### src/rtl/seq_bit_serializer.sv
// seq_bit_serializer: FIFO-buffered parallel-to-serial bit stream source feeding the sequence detectors
module seq_bit_serializer #(
  parameter int DATA_W = 8,
  parameter int FIFO_DEPTH = 4,
  parameter int CLKS_PER_BIT = 1,
  parameter bit MSB_FIRST = 1,
  parameter bit IDLE_BIT = 0
) (
  input  logic                          clk,
  input  logic                          rst,
  input  logic                          en,
  input  logic [DATA_W-1:0]             s_data,
  input  logic                          s_valid,
  output logic                          s_ready,
  output logic                          ser_out,
  output logic                          ser_valid,
  output logic                          frame_start,
  output logic                          busy,
  output logic [$clog2(FIFO_DEPTH):0]   fifo_count
);
  localparam int AW = $clog2(FIFO_DEPTH);
  localparam int CW = AW + 1;
  localparam int BW = $clog2(DATA_W);
  localparam int HW = CLKS_PER_BIT > 1 ? $clog2(CLKS_PER_BIT) : 1;
  typedef enum logic {IDLE, SHIFT} state_t;
  state_t state, state_n;
  logic [DATA_W-1:0] mem [FIFO_DEPTH];
  logic [AW-1:0] wr_ptr, rd_ptr;
  logic [DATA_W-1:0] shreg, shreg_n, head;
  logic [BW-1:0] bit_idx, bit_idx_n;
  logic [HW-1:0] hold_cnt, hold_cnt_n;
  logic ser_out_n, ser_valid_n, frame_start_n, busy_n;
  logic push, pop, last_hold, word_done, load;
  assign s_ready = fifo_count != CW'(FIFO_DEPTH);
  assign push = s_valid && s_ready;
  assign head = mem[rd_ptr];
  assign last_hold = hold_cnt == HW'(CLKS_PER_BIT - 1);
  assign word_done = state == IDLE || (en && last_hold && bit_idx == BW'(DATA_W - 1));
  assign load = en && fifo_count != '0 && word_done;
  always_comb begin
    state_n = state;
    shreg_n = shreg;
    bit_idx_n = bit_idx;
    hold_cnt_n = hold_cnt;
    ser_out_n = ser_out;
    ser_valid_n = 1'b0;
    frame_start_n = 1'b0;
    busy_n = busy;
    pop = 1'b0;
    if (load) begin
      pop = 1'b1;
      state_n = SHIFT;
      shreg_n = head;
      bit_idx_n = '0;
      hold_cnt_n = '0;
      ser_out_n = MSB_FIRST ? head[DATA_W-1] : head[0];
      ser_valid_n = 1'b1;
      frame_start_n = 1'b1;
      busy_n = 1'b1;
    end else if (word_done) begin
      state_n = IDLE;
      ser_out_n = IDLE_BIT;
      busy_n = 1'b0;
    end else if (en) begin
      ser_valid_n = 1'b1;
      hold_cnt_n = last_hold ? '0 : hold_cnt + HW'(1);
      bit_idx_n = last_hold ? bit_idx + BW'(1) : bit_idx;
      shreg_n = last_hold ? (MSB_FIRST ? shreg << 1 : shreg >> 1) : shreg;
      ser_out_n = last_hold ? (MSB_FIRST ? shreg[DATA_W-2] : shreg[1]) : ser_out;
    end
  end
  always_ff @(posedge clk) begin
    if (push) mem[wr_ptr] <= s_data;
  end
  always_ff @(posedge clk) begin
    if (rst) begin
      state <= IDLE;
      wr_ptr <= '0;
      rd_ptr <= '0;
      fifo_count <= '0;
      shreg <= '0;
      bit_idx <= '0;
      hold_cnt <= '0;
      ser_out <= IDLE_BIT;
      ser_valid <= 1'b0;
      frame_start <= 1'b0;
      busy <= 1'b0;
    end else begin
      state <= state_n;
      wr_ptr <= push ? wr_ptr + AW'(1) : wr_ptr;
      rd_ptr <= pop ? rd_ptr + AW'(1) : rd_ptr;
      fifo_count <= fifo_count + CW'(push) - CW'(pop);
      shreg <= shreg_n;
      bit_idx <= bit_idx_n;
      hold_cnt <= hold_cnt_n;
      ser_out <= ser_out_n;
      ser_valid <= ser_valid_n;
      frame_start <= frame_start_n;
      busy <= busy_n;
    end
  end
endmodule

### config.mk
export PLATFORM = sky130hd
export DESIGN_NAME = seq_bit_serializer
export DESIGN_NICKNAME = d
export VERILOG_FILES = /design/src/rtl/seq_bit_serializer.sv
export SDC_FILE = /design/constraint.sdc
export NUM_CORES = 1
export LEC_CHECK = 0
export ABC_AREA = 0
export ABC_CLOCK_PERIOD_IN_PS = 3500
export CAP_MARGIN = 30
export CORE_UTILIZATION = 56
export CTS_CLUSTER_DIAMETER = 60
export DETAILED_ROUTE_END_ITERATION = 6
export PLACE_DENSITY = 0.78
export SLEW_MARGIN = 5
export SYNTH_ARGS = -nofsm -noshare
export SYNTH_HDL_FRONTEND = slang
export SYNTH_SLANG_ARGS = --single-unit
### constraint.sdc
create_clock -name clk -period 3.5 [get_ports clk]
set_input_delay 0.7 -clock clk [delete_from_list [all_inputs] [get_ports clk]]
set_output_delay 0.7 -clock clk [all_outputs]
set_load 0.005 [all_outputs]
==> metrics.md <==
| Metric | Value |
|---|---|
| Mapped Nets | `approximately 170` |
| Clk pin slew, worst setup/hold paths | `around 0.10 ns` |
| Synth Register Bits | `55` |
| CP max stage delay | `just over 0.6 ns` |
| Final Max Tran Viols | `0` |
| WP data arrival | `2.81 ns` |
| Worst-Margin Slew | `0.5597 ns` |
| DP HPWL | `2454 µm` |
| Critical path capture point type | `flip-flop` |
| P&R area growth vs syn | `13.70%` |
| First-pass GRT wire length | `between 5000 and 6000 µm` |
| RSZ-0062 raised after global routing | `no` |
| CP required | `~3.7 ns` |
| Static leakage | `0.9073 nW` |
| Core area | `around 3700 µm²` |
| Antenna Cells | `0` |
| Synth Flop Type | `edfxtp_1` |
| Dpl ws | `0.5654 ns` |
| Gate Count Post-Synth | `about 150` |
| Share of cells above drive strength 1 | `0.05325` |
| Maximum vdd drop | `between 0.4 and 0.5 mV` |
| Clock Path Buffers | `2` |
| P per Cell Area | `641.5 nW/µm²` |
| Site Rows | `22` |
| Final count of hold timing violations | `0` |
| Max Clock Freq | `roughly 380 MHz` |
| ANT nets after route | `0` |
| Worst hold-check path type | `reg -> reg` |
| Syn. warnings | `0` |
| Max-slew headroom | `0.6257` |
| Vias per inst | `5.507` |
| Die Area | `about 4200 µm²` |
| Largest net degree at the start of global routing | `17` |
| Synthesized cell area | `2201 µm²` |
| Asr flop ratio synth | `0` |
| Setup crit start kind | `primary input` |
| Starting density of the core | `0.5923` |
| Setup TNS | `0 ns` |
| Largest area contributor in the synthesized netlist | `edfxtp_1` |
| Critical path, cell by cell | `clkdlybuf4s50_1 -> and3_4 -> ha_1 -> inv_1 -> ha_1 -> fa_1 -> xnor2_1 -> xnor2_1 -> nor2_1` |
| Post-CTS setup buffers | `0` |
| Ports | `20` |
| Clock tree root buffer cell | `clkbuf_8` |
| Final net count | `~190` |
| Commonest non-fill, non-tap cell in the layout | `edfxtp_1` |
| H-tree Lvls | `2` |
| Drt wl/cell | `~16 µm` |
| Total track usage | `0.1958` |
| Overflow after GRT | `0` |
| Die W | `64.69 µm` |
| Via count | `around 1200` |
| Total Wirelength | `approximately 3500 µm` |
| DRC | `0` |
| Crit-path max FO | `13` |
| Clk_skew | `approximately 0.011 ns` |
| Most frequent cells in the layout | `32 x edfxtp_1, 23 x dfxtp_1, 19 x clkdlybuf4s50_1` |
| Synth top area share | `0.4366` |
| # resized after CTS | `0` |
| Initial DRT Pass Iterations | `4` |
| Final period utilization | `0.7512` |
| Worst skew pair latency | `0.30 ns` |
| Fillers | `274` |
| Outcome | `completed` |
| GP Congestion | `~0.77` |
| DR iter-0 viols | `88` |
| Area contributors post-synth | `edfxtp_1 44%, dfxtp_1 21%, mux4_1 8.4%, ha_1 4.5%, nor2_1 2.0%` |
| Mean Syn Cell Area | `~15 µm²` |
| Total power | `~1.6 mW` |
| Die height | `64.69 µm` |
| Total of max-cap violations | `0` |
| Clk sink count | `55` |
| Critical setup path kind | `in -> reg` |
| Setup-failing EPs final | `0` |
| Synth cell types | `33` |
| Number of synthesized flops with an enable pin | `32` |
| Cts bufs inserted | `5` |
| Hold buffer count at CTS | `0` |
| Initial antenna violation count | `0` |
| Slowest CP cell | `clkdlybuf4s50_1` |
| Crit path time final | `2.629 ns` |
| Port Buf Inserts | `19` |
| Number of global-route vias before repair | `about 1200` |
| Sequential area share after synthesis | `0.6458` |
| Worst setup margin | `between 0.8 and 0.9 ns` |
| CTS tree | `built` |
-- kinds of logic after synthesis --
logic type / count (synthesis) / share of synthesized area
compound gates: 18 / 0.05628
xor+xnor: 6 / 0.02388
fa+ha+maj: 9 / 0.05458
buf+inv: 13 / 0.02672
flops: 55 / 0.6458
mux: 12 / 0.1131
simple gates: 34 / 0.07960
-- power breakdown --
group	internal [mW]	total, mW	switching (mW)
logic	0.231	0.423	0.192
clock network	0.137	0.322	0.185
registers	0.785	0.860	0.0752
-- worst paths after layout --
kind                            startpoint            end  slack, ns  depth (start not counted)
worst min-delay path              shreg[6]       shreg[6]       0.47                          1
worst max-delay path                    en  fifo_count[2]       0.87                          9
worst max register to register  bit_idx[0]  fifo_count[2]       0.89                         11
worst min register to register    shreg[6]       shreg[6]       0.47                          1
-- sequential cells by signal, indices dropped and copies added, names as in the netlist, 2 cells and up, named ones only --
| register | flops |
|---|---|
| bit_idx | 3 |
| fifo_count | 3 |
| mem | 32 |
| wr_ptr | 2 |
| rd_ptr | 2 |
| shreg | 7 |
-- through the flow --
step	utilization	std cells	hold WS, ns	cell area (µm²)
floorplan	-	147	0.4285	2201
global placement	0.6519	209	0.4427	2422
detailed placement	0.6519	209	0.4553	2422
CTS	0.6734	217	0.4785	2502
global route	0.6734	217	0.4961	2502
finish	0.6734	217	0.4742	2502
-- synthesized netlist by cell type (2+ instances only) --
| cell type | number |
|---|---|
| a21oi_1 | 3 |
| a22o_1 | 3 |
| and3_1 | 4 |
| buf_2 | 2 |
| clkbuf_1 | 2 |
| dfxtp_1 | 23 |
| edfxtp_1 | 32 |
| ha_1 | 8 |
| inv_1 | 8 |
| mux2_2 | 2 |
| mux2i_1 | 2 |
| mux4_1 | 7 |
| nand2_1 | 5 |
| nor2_1 | 12 |
| nor2b_1 | 3 |
| nor3_1 | 3 |
| o21ai_0 | 5 |
| o2bb2ai_1 | 4 |
| xnor2_1 | 4 |
| xor2_1 | 2 |
-- worst max-delay path: cells and delay by family --
family | cells | cell delay [ns]
adders and majority gates | 3 | 0.72
and+or+nand+nor | 2 | 0.40
buffers and inverters | 2 | 0.66
xor gates and xnor gates | 2 | 0.32
-- routing by layer --
metal / vias to the layer above / routed length, µm / track usage
met3: 2 / 126 / 0.04930
li1: 585 / - / -
met2: 22 / 1723 / 0.3184
met4: 0 / 19 / 0.07500
met1: 586 / 1628 / 0.2527
met5: - / 0 / 0
-- cell type report --
cell class              count  area, µm²  area share
clock inverters             2      7.507    0.003000
well taps                  48      60.06     0.02400
flip-flops and latches     55       1421      0.5680
repair buffers             19      190.2     0.07600
inverters                   8      30.03     0.01200
clock buffers               6      72.57     0.02900
multi-input cells          79      720.7      0.2880
Power figures use the tool's default switching activity.
